<file path="src/rtl/sfr_mt_if.sv">
// MemSplit32: single-beat register bus with split request/response phases.
interface MemSplit32;
    logic        req;
    logic        ack;
    logic        we;
    logic [31:0] addr;
    logic [31:0] wdata;
    logic [31:0] rdata;
    logic        resp;
    modport Master (output req, we, addr, wdata, input ack, rdata, resp);
    modport Slave  (input req, we, addr, wdata, output ack, rdata, resp);
endinterface

</file>
<file path="src/rtl/sfr_mt.sv">
// sfr_mt: tile SFR block with ID/CTRL/CORENUM/SGI registers and TIMER_NUM prescaled timer channels.
module sfr_mt #(
    parameter logic [31:0] corenum          = 32'd0,
    parameter bit          SW_RESET_DEFAULT = 1'b0,
    parameter int          IRQ_NUM_POW      = 4,
    parameter int          TIMER_NUM        = 4,
    parameter int          PRESCALER_WIDTH  = 16
) (
    input  logic                   clk_i,
    input  logic                   rst_i,
    MemSplit32.Slave               host,
    output logic                   sw_reset_o,
    output logic                   irq_timer_o,
    output logic [TIMER_NUM-1:0]   irq_status_bo,
    output logic                   sgi_req_o,
    output logic [IRQ_NUM_POW-1:0] sgi_code_bo
);
    localparam int T  = TIMER_NUM;
    localparam int PW = PRESCALER_WIDTH;

    logic [7:0] a;
    logic       wr, rd, unused_addr;
    assign a           = {host.addr[7:2], 2'b00};
    assign wr          = host.req & host.we;
    assign rd          = host.req & ~host.we;
    assign unused_addr = ^{host.addr[31:8], host.addr[1:0]};
    assign host.ack    = host.req;

    logic                   ctrl_sw_q, ctrl_sw_d, sw_reset_q, irq_q, resp_q;
    logic                   sgi_req_q, sgi_req_d;
    logic [IRQ_NUM_POW-1:0] sgi_code_q, sgi_code_d;
    logic [31:0]            rdata_q, rdata_d;
    logic [T-1:0]           status_q, status_d, mask_q, mask_d;
    logic [T-1:0]           en_q, en_d, rl_q, rl_d, tick, expire;
    logic [31:0]            period_q [T], period_d [T], value_q [T], value_d [T];
    logic [PW-1:0]          pre_q [T], pre_d [T], pcnt_q [T], pcnt_d [T];

    always_comb begin
        ctrl_sw_d  = (wr && a == 8'h04) ? host.wdata[0] : ctrl_sw_q;
        sgi_req_d  = wr && a == 8'h0C;
        sgi_code_d = sgi_req_d ? host.wdata[IRQ_NUM_POW-1:0] : sgi_code_q;
        mask_d     = (wr && a == 8'h14) ? host.wdata[T-1:0] : mask_q;
        status_d   = status_q & ~((wr && a == 8'h10) ? host.wdata[T-1:0] : '0);
        rdata_d    = !rd          ? 32'd0 :
                     a == 8'h00   ? 32'h5F50_0002 :
                     a == 8'h04   ? {31'd0, ctrl_sw_q} :
                     a == 8'h08   ? corenum :
                     a == 8'h10   ? 32'(status_q) :
                     a == 8'h14   ? 32'(mask_q) : 32'd0;
        tick       = '0;
        expire     = '0;
        en_d       = en_q;
        rl_d       = rl_q;
        for (int i = 0; i < T; i++) begin
            tick[i]     = en_q[i] && pcnt_q[i] == pre_q[i];
            expire[i]   = tick[i] && value_q[i] == period_q[i];
            pcnt_d[i]   = !en_q[i] ? pcnt_q[i] : tick[i] ? '0 : pcnt_q[i] + 1'b1;
            value_d[i]  = !tick[i] ? value_q[i] : expire[i] ? 32'd0 : value_q[i] + 32'd1;
            en_d[i]     = expire[i] ? rl_q[i] : en_q[i];
            period_d[i] = (wr && a == {4'(i + 2), 4'h4}) ? host.wdata : period_q[i];
            pre_d[i]    = (wr && a == {4'(i + 2), 4'h8}) ? host.wdata[PW-1:0] : pre_q[i];
            // A TCTRL write restarts the channel and swallows a coincident expiry.
            if (wr && a == {4'(i + 2), 4'h0}) begin
                value_d[i] = 32'd0;
                pcnt_d[i]  = '0;
                en_d[i]    = host.wdata[0];
                rl_d[i]    = host.wdata[1];
            end else if (expire[i])
                status_d[i] = 1'b1;
            if (rd && a[7:4] == 4'(i + 2))
                rdata_d = a[3:2] == 2'd0 ? {30'd0, rl_q[i], en_q[i]} :
                          a[3:2] == 2'd1 ? period_q[i] :
                          a[3:2] == 2'd2 ? 32'(pre_q[i]) : value_q[i];
        end
        if (sw_reset_q) begin
            status_d = '0;
            mask_d   = '0;
            en_d     = '0;
            rl_d     = '0;
            for (int i = 0; i < T; i++) begin
                period_d[i] = 32'd0;
                value_d[i]  = 32'd0;
                pre_d[i]    = '0;
                pcnt_d[i]   = '0;
            end
        end
    end

    always_ff @(posedge clk_i or posedge rst_i) begin
        if (rst_i) begin
            ctrl_sw_q  <= SW_RESET_DEFAULT;
            sw_reset_q <= 1'b1;
            irq_q      <= 1'b0;
            resp_q     <= 1'b0;
            rdata_q    <= 32'd0;
            sgi_req_q  <= 1'b0;
            sgi_code_q <= '0;
            status_q   <= '0;
            mask_q     <= '0;
            en_q       <= '0;
            rl_q       <= '0;
            for (int i = 0; i < T; i++) begin
                period_q[i] <= 32'd0;
                value_q[i]  <= 32'd0;
                pre_q[i]    <= '0;
                pcnt_q[i]   <= '0;
            end
        end else begin
            ctrl_sw_q  <= ctrl_sw_d;
            sw_reset_q <= ctrl_sw_q;
            irq_q      <= |(status_q & mask_q);
            resp_q     <= rd;
            rdata_q    <= rdata_d;
            sgi_req_q  <= sgi_req_d;
            sgi_code_q <= sgi_code_d;
            status_q   <= status_d;
            mask_q     <= mask_d;
            en_q       <= en_d;
            rl_q       <= rl_d;
            for (int i = 0; i < T; i++) begin
                period_q[i] <= period_d[i];
                value_q[i]  <= value_d[i];
                pre_q[i]    <= pre_d[i];
                pcnt_q[i]   <= pcnt_d[i];
            end
        end
    end

    assign host.resp     = resp_q;
    assign host.rdata    = rdata_q;
    assign sw_reset_o    = sw_reset_q;
    assign irq_timer_o   = irq_q;
    assign irq_status_bo = status_q;
    assign sgi_req_o     = sgi_req_q;
    assign sgi_code_bo   = sgi_code_q;
endmodule
</file>
<file path="src/flat_wrapper.sv">
// flat-port wrapper written by rule: the top's interface ports become plain ports
module sfr_mt_flat 
#(
    parameter logic [31:0] corenum          = 32'd0,
    parameter bit          SW_RESET_DEFAULT = 1'b0,
    parameter int          IRQ_NUM_POW      = 4,
    parameter int          TIMER_NUM        = 4,
    parameter int          PRESCALER_WIDTH  = 16
)
  (clk_i, rst_i, sw_reset_o, irq_timer_o, irq_status_bo, sgi_req_o, sgi_code_bo, host_req, host_we, host_addr, host_wdata, host_ack, host_rdata, host_resp);
  MemSplit32 host_i ();
  input  logic clk_i;
  input  logic rst_i;
  output logic sw_reset_o;
  output logic irq_timer_o;
  output logic [TIMER_NUM-1:0] irq_status_bo;
  output logic sgi_req_o;
  output logic [IRQ_NUM_POW-1:0] sgi_code_bo;
  input wire logic [$bits(host_i.req)-1:0] host_req;
  input wire logic [$bits(host_i.we)-1:0] host_we;
  input wire logic [$bits(host_i.addr)-1:0] host_addr;
  input wire logic [$bits(host_i.wdata)-1:0] host_wdata;
  output wire logic [$bits(host_i.ack)-1:0] host_ack;
  output wire logic [$bits(host_i.rdata)-1:0] host_rdata;
  output wire logic [$bits(host_i.resp)-1:0] host_resp;
  assign host_i.req = host_req;
  assign host_i.we = host_we;
  assign host_i.addr = host_addr;
  assign host_i.wdata = host_wdata;
  assign host_ack = host_i.ack;
  assign host_rdata = host_i.rdata;
  assign host_resp = host_i.resp;
  sfr_mt #(.corenum(corenum), .SW_RESET_DEFAULT(SW_RESET_DEFAULT), .IRQ_NUM_POW(IRQ_NUM_POW), .TIMER_NUM(TIMER_NUM), .PRESCALER_WIDTH(PRESCALER_WIDTH)) u_core (.clk_i(clk_i), .rst_i(rst_i), .host(host_i), .sw_reset_o(sw_reset_o), .irq_timer_o(irq_timer_o), .irq_status_bo(irq_status_bo), .sgi_req_o(sgi_req_o), .sgi_code_bo(sgi_code_bo));
endmodule
</file>
<file path="config.mk">
export PLATFORM = sky130hd
export DESIGN_NAME = sfr_mt_flat
export DESIGN_NICKNAME = d
export VERILOG_FILES = /design/src/rtl/sfr_mt_if.sv /design/src/rtl/sfr_mt.sv /design/src/flat_wrapper.sv
export SDC_FILE = /design/constraint.sdc
export NUM_CORES = 1
export LEC_CHECK = 0
export ABC_AREA = 1
export CAP_MARGIN = 20
export CORE_MARGIN = 10
export CORE_UTILIZATION = 62
export DETAILED_ROUTE_END_ITERATION = 10
export GPL_TIMING_DRIVEN = 0
export PLACE_DENSITY = 0.81
export SLEW_MARGIN = 10
export SYNTH_ARGS = -nofsm -noshare
export SYNTH_HDL_FRONTEND = slang
export SYNTH_SLANG_ARGS = --single-unit
</file>
<file path="constraint.sdc">
create_clock -name clk_i -period 40.6 [get_ports clk_i]
set_input_delay 4.06 -clock clk_i [delete_from_list [all_inputs] [get_ports clk_i]]
set_output_delay 4.06 -clock clk_i [all_outputs]
set_load 0.05 [all_outputs]
</file>
==> impl_metrics.csv, run 1 <==
group,metric,value,unit
detailed_routing,drc,0,
grt,grt_antenna_before_repair,4,
timing,maxSlewHeadroom,23.9,%
detailed_routing,first_pass_iters,9,
worst_setup_path,end_kind,"output port",
worst_setup_path,r2r-start,"u_core.sw_reset_o",
cts,cts_sinks,441,
die,start_util,63.1,%
min_path,hold_path_startpoint,"u_core.ctrl_sw_q",
detailed_routing,postRouteAntennaNets,0,
power,ir_drop,0.0412,mV
grt,grt_max_degree,101,
place,dpl.hpwl,75.8,mm
place,gp_congestion,1.02,
timing,final_hold_viol_count,0,
die,rows,76,
die,die_w,230,µm
detailed_routing,drtIter0Drc,4150,
detailed_routing,wl,100,mm
power,total_power,1.56,mW
grt,grt_pass1_wl,151,mm
min_path,worstHoldPathType,"flop to flop",
final_layout,drive_above_1_share,6.05,%
logic_synthesis,syn_avg_cell_area,6.67,µm²
grt,grt_pass1_vias,26100,
worst_setup_path,critPathMaxFanout,3,
timing,worst_pin_slew,1.14,ns
cts,postCtsSetupBuffers,0,
logic_synthesis,synthTopCellsByCount,"1401 x nand2_1, 508 x inv_1, 490 x nor2_1",
timing,clock_skew,0.0243,ns
cts,clkTransAtPathRegs,0.07,ns
grt,grt_usage,36.8,%
timing,slew_violations,0,
worst_setup_path,worstSetupPathType,"primary input to output port",
logic_synthesis,ys_ff_latch,441,
final_layout,diodes,0,
worst_setup_path,required,36.54,ns
logic_synthesis,synth_area,27400,µm²
logic_synthesis,yosysSeqAreaShare,40.3,%
logic_synthesis,synthCells,4104,
worst_setup_path,r2r_cells,5,
timing,fin_crit_sh,23.5,%
logic_synthesis,syn_nets,4180,
final_layout,num-fill-cells,3741,
detailed_routing,wl_per_cell,20.5,µm
logic_synthesis,synthFlopType,"dfrtp_1",
grt,grt_overflow,0,
status,status,"finished clean",
power,p_leak,14.9,nW
power,cellPowerDensity,50.8,nW/µm²
worst_setup_path,rrSetupSlack,37.78,ns
die,chipHeight,230,µm
final_layout,syn_to_final_growth,12.3,%
logic_synthesis,yosysWarningCount,0,
logic_synthesis,yosysTopAreaCell,"dfrtp_1",
logic_synthesis,synth.area.top_cells,"dfrtp_1 40%, nand2_1 19%, inv_1 7.0%",
place,port_buffers,85,
cts,cts-root-buf,"clkbuf_16",
cts,clock_latency,0.62,ns
cts,clockBufferDepth,3,
worst_setup_path,timing.rr.end,"u_core.period_q[49]",
logic_synthesis,synth_top_area_share,40.2,%
cts,cts_htree_levels,2,
timing,rsz0062_at_grt,"no",
die,io_pins,113,
logic_synthesis,synth-edff-count,0,
cts,cts_resized,0,
cts,cts-buffers-inserted,50,
logic_synthesis,ys_async_sr_fraction,100,%
min_path,holdPathStages,0,
logic_synthesis,synth.most_common_cell,"nand2_1",
min_path,min_to,"u_core.sw_reset_o",
cts,ctsHoldBuffers,0,
cts,cts_tree,"done",
timing,tns,0,ns
run,maxCapViolations,0,
detailed_routing,via_count,28700,
worst_setup_path,critPathLaunchType,"primary input",
detailed_routing,via_per_inst,5.90,
timing,setup_viol,0,
final_layout,layout.nets,4321,
timing,clock.fmax,105,MHz
logic_synthesis,ys_types,49,
timing,period_minus_slack,9.54,ns
die,die-area,53000,µm²
worst_setup_path,arrival,5.48,ns
die,core-area,43400,µm²
==> metal layers <==
metal  track usage [%]  wire length (µm)  vias to the layer above
met5                 0                 0                        -
met4              19.6              6060                        0
met2              56.8             43900                     1711
li1                  -                 -                    13400
met3              7.34             11300                      323
met1              48.0             38700                    13300
==> layout make-up <==
type	count	area (µm²)	share of cell area [%]
clock buffers	64	1410	4.57
well taps	585	732	2.38
clock inverters	27	263	0.855
plain buffers	133	657	2.14
multi-input cells	3000	13700	44.5
flip-flops and latches	441	11000	35.9
inverters	530	2000	6.51
repair buffers	89	961	3.13
==> power by group <==
| group | switching (mW) | internal, mW |
|---|---|---|
| registers | 0.105 | 0.526 |
| clock network | 0.202 | 0.266 |
| logic | 0.310 | 0.153 |
==> worst max path at each step <==
stage             start              endpoint  slack [ns]
5_1_grt        host_req              host_ack       31.02
4_1_cts        host_req              host_ack       31.06
2_1_floorplan     rst_i      u_core.ctrl_sw_q       24.25
3_5_place_dp   host_req              host_ack       31.05
3_3_place_gp      rst_i  u_core.period_q[123]       19.03
6_report       host_req              host_ack       31.06
==> cell families (layout without fill, tap and decap cells) <==
kind of cell	after synthesis	count (layout)	share of synthesized area, %
XOR/XNOR	46	46	1.47
flip-flops	441	441	40.3
AND/OR/NAND/NOR	2372	2372	36.5
adder cells (fa/ha/maj)	8	8	0.366
AO/OA/AOI/OAI	574	574	11.7
buffers and inverters	663	843	9.68
==> registers in the layout, summed over array words and instances, names as in the netlist, 4 cells and up <==
name and flops:
u_core.mask_q 4, u_core.irq_status_bo 4, u_core.en_q 4, u_core.period_q 128
u_core.sgi_code_bo 4, u_core.host.rdata 32, u_core.rl_q 4, u_core.pre_q 64
u_core.value_q 128, u_core.pcnt_q 64
==> critical path, stage by stage <==
cell and delay (ns):
clkdlybuf4s50_1 0.51, buf_4 0.12, clkdlybuf4s50_1 0.79
==> layout by cell type (no fill, tap or decap), types with 5 or more instances in the layout <==
cell             netlist  layout
a21oi_1              104     104
a22oi_1                7       7
and3_1                 7       7
buf_2                 51      51
buf_4                 13      13
buf_6                  6       6
clkbuf_1              59      64
clkbuf_16              0      51
clkbuf_8               0       8
clkdlybuf4s50_1        0      85
clkinv_2               0      10
clkinvlp_4             0       6
dfrtp_1              440     440
ha_1                   8       8
inv_1                508     507
inv_2                 20      20
inv_6                  0       5
nand2_1             1401    1401
nand2_2               16      16
nand2_4               10      10
nand3_1              201     201
nand3b_1               5       5
nand4_1              103     103
nor2_1               490     490
nor2_2                16      16
nor2_4                13      13
nor3_1                83      83
nor3_2                 5       5
nor4_1                 6       6
o211ai_1              14      14
o21ai_0              285     285
o21ai_1               31      31
o21bai_1              14      14
o221ai_1              16      16
o22ai_1               87      87
xor2_1                46      46
==> stage by stage <==
stage / worst slack (ns) / hold slack [ns] / utilization [%] / instance area (µm²) / cells
global route: 31.02 / 0.420 / 70.9 / 30700 / 4869
CTS: 31.06 / 0.403 / 70.9 / 30700 / 4869
global placement: 19.03 / 0.386 / 66.8 / 29000 / 4774
finish: 31.06 / 0.409 / 70.9 / 30700 / 4869
floorplan: 24.25 / 0.376 / - / 27400 / 4104
detailed placement: 31.05 / 0.402 / 67.1 / 29100 / 4778
Note: power is estimated with default switching activity, not from simulation.
==> run 2: changes to the inputs <==
Settings changed: CORE_UTILIZATION 62 to 56, PLACE_DENSITY 0.81 to 0.77.
Clock period 40.6 ns to 8.3 ns, I/O delays scaled along.
==> run 2 against run 1 <==
Register-to-register slack worse by 32 ns. Critical path depth unchanged. Sequential power rose to 4.9 times the previous value. Non-clock buffer count up 9. Worst hold slack better by 0.010 ns. Utilization down 6.3 points. Via count down 1.5%. Design area up 1.0%. Sequential share of layout area down 0.37 points. Clock skew down 0.0035 ns. Critical path type unchanged. Largest power group unchanged.
==> impl_metrics.csv, run 2 (synthesis results as in run 1) <==
group,metric,value,unit
cts,cts_htree_levels,2,
timing,maxSlewHeadroom,28.1,%
die,io_pins,113,
status,status,"finished clean",
worst_setup_path,rrSetupSlack,5.55,ns
grt,grt_antenna_before_repair,5,
worst_setup_path,worstSetupPathType,"primary input to output port",
worst_setup_path,cp_top_family,"buffers and inverters",
detailed_routing,drc,0,
final_layout,layout.nets,4329,
grt,grt_max_degree,38,
cts,clock_latency,0.63,ns
cts,postCtsSetupBuffers,0,
cts,clkTransAtPathRegs,0.07,ns
min_path,min_to,"u_core.sw_reset_o",
cts,clockBufferDepth,3,
detailed_routing,via_per_inst,5.76,
worst_setup_path,timing.rr.end,"u_core.period_q[19]",
worst_setup_path,cp_slowest_cell,"clkdlybuf4s50_1",
timing,fin_crit_sh,37.0,%
timing,worst_pin_slew,1.07,ns
final_layout,final_cell_mix,"1401 x nand2_1, 507 x inv_1, 490 x nor2_1",
die,start_util,57.0,%
die,die-area,58100,µm²
timing,clock_skew,0.0208,ns
place,port_buffers,85,
worst_setup_path,end_kind,"output port",
power,ir_drop,0.195,mV
min_path,holdPathStages,0,
worst_setup_path,required,7.47,ns
cts,cts-buffers-inserted,49,
die,die_w,241,µm
detailed_routing,postRouteAntennaNets,0,
timing,period_minus_slack,3.07,ns
timing,slew_violations,0,
detailed_routing,wl,100,mm
power,total_power,7.80,mW
die,chipHeight,241,µm
power,p_leak,15.0,nW
grt,grt_usage,34.4,%
worst_setup_path,critPathMaxFanout,3,
worst_setup_path,r2r-start,"u_core.sw_reset_o",
detailed_routing,wl_per_cell,20.4,µm
worst_setup_path,critPathLaunchType,"primary input",
detailed_routing,via_count,28300,
place,gp_congestion,1.02,
timing,final_hold_viol_count,0,
worst_setup_path,crit_start,"host_req",
cts,cts_tree,"done",
worst_setup_path,cp_cell_sequence,"clkdlybuf4s50_1 > buf_4 > clkdlybuf4s50_1",
worst_setup_path,worst_path_most_repeated_cell,"clkdlybuf4s50_1",
min_path,worstHoldPathType,"flop to flop",
timing,clock.fmax,325,MHz
place,dpl.hpwl,77.4,mm
cts,cts_sinks,441,
timing,holdWs,0.419,ns
worst_setup_path,cp_slowest_stage_delay,0.79,ns
cts,cts_resized,0,
grt,grt_overflow,0,
power,cellPowerDensity,251,nW/µm²
final_layout,syn_to_final_growth,13.5,%
die,core-area,48000,µm²
timing,setup_viol,0,
worst_setup_path,r2r_cells,5,
place,dp_cells,4817,
grt,grt_pass1_vias,26100,
grt,grt_pass1_wl,152,mm
detailed_routing,first_pass_iters,6,
timing,rsz0062_at_grt,"no",
worst_setup_path,arrival,2.24,ns
final_layout,reg_top3,"u_core.period_q x128, u_core.value_q x128",
final_layout,layout.cells.non_filler,4912,
worst_setup_path,timing.critical_path.buf_inv,3,
final_layout,final_common_cell,"nand2_1",
cts,ctsHoldBuffers,0,
run,maxCapViolations,0,
cts,cts-root-buf,"clkbuf_16",
min_path,hold_path_startpoint,"u_core.ctrl_sw_q",
detailed_routing,drtIter0Drc,3485,
final_layout,drive_above_1_share,6.15,%
die,rows,80,
-- run 2: how the worst max path moves through the flow --
stage,end,slack [ns],cells past startpoint
finish,host_ack,5.23,3
floorplan,u_core.ctrl_sw_q,1.51,1
global placement,u_core.period_q[59],-1.51,2
detailed placement,u_core.host.rdata[10],4.82,10
global route,host_ack,5.20,3
CTS,host_ack,5.22,3
-- run 2: cell type report --
class                   instances  area (µm²)
diodes                          3        7.51
fillers                      4451       17000
repair buffers                 98        1120
multi-input cells            3000       13700
clock buffers                  66        1380
flip-flops and latches        441       11000
inverters                     530        2000
well taps                     615         769
clock inverters                26         404
plain buffers                 133         657
-- run 2: routing by layer --
layer	vias up	GRT usage (%)	share of wire, %
met5	-	0	0
met1	13200	44.7	40
met4	0	18.4	6.0
li1	13400	-	-
met2	1445	53.4	44
met3	310	6.82	9.9
-- run 2: per-stage QoR --
stage | TNS, ns | setup slack, ns | utilization (%) | area, µm²
after global placement | -624.40 | -1.51 | 60.4 | 29000
after CTS | 0 | 5.22 | 64.6 | 31100
final | 0 | 5.23 | 64.7 | 31100
after detailed placement | 0 | 4.82 | 60.9 | 29300
after floorplan | 0 | 1.51 | - | 27400
after global routing | 0 | 5.20 | 64.6 | 31100
-- run 2: power breakdown --
part	internal (mW)	leakage [nW]	total (mW)	switching, mW
combinational	0.756	8.32	2.27	1.52
clock	1.48	0.874	2.45	0.971
sequential	2.57	5.86	3.07	0.499
total	4.81	15.0	7.80	2.99
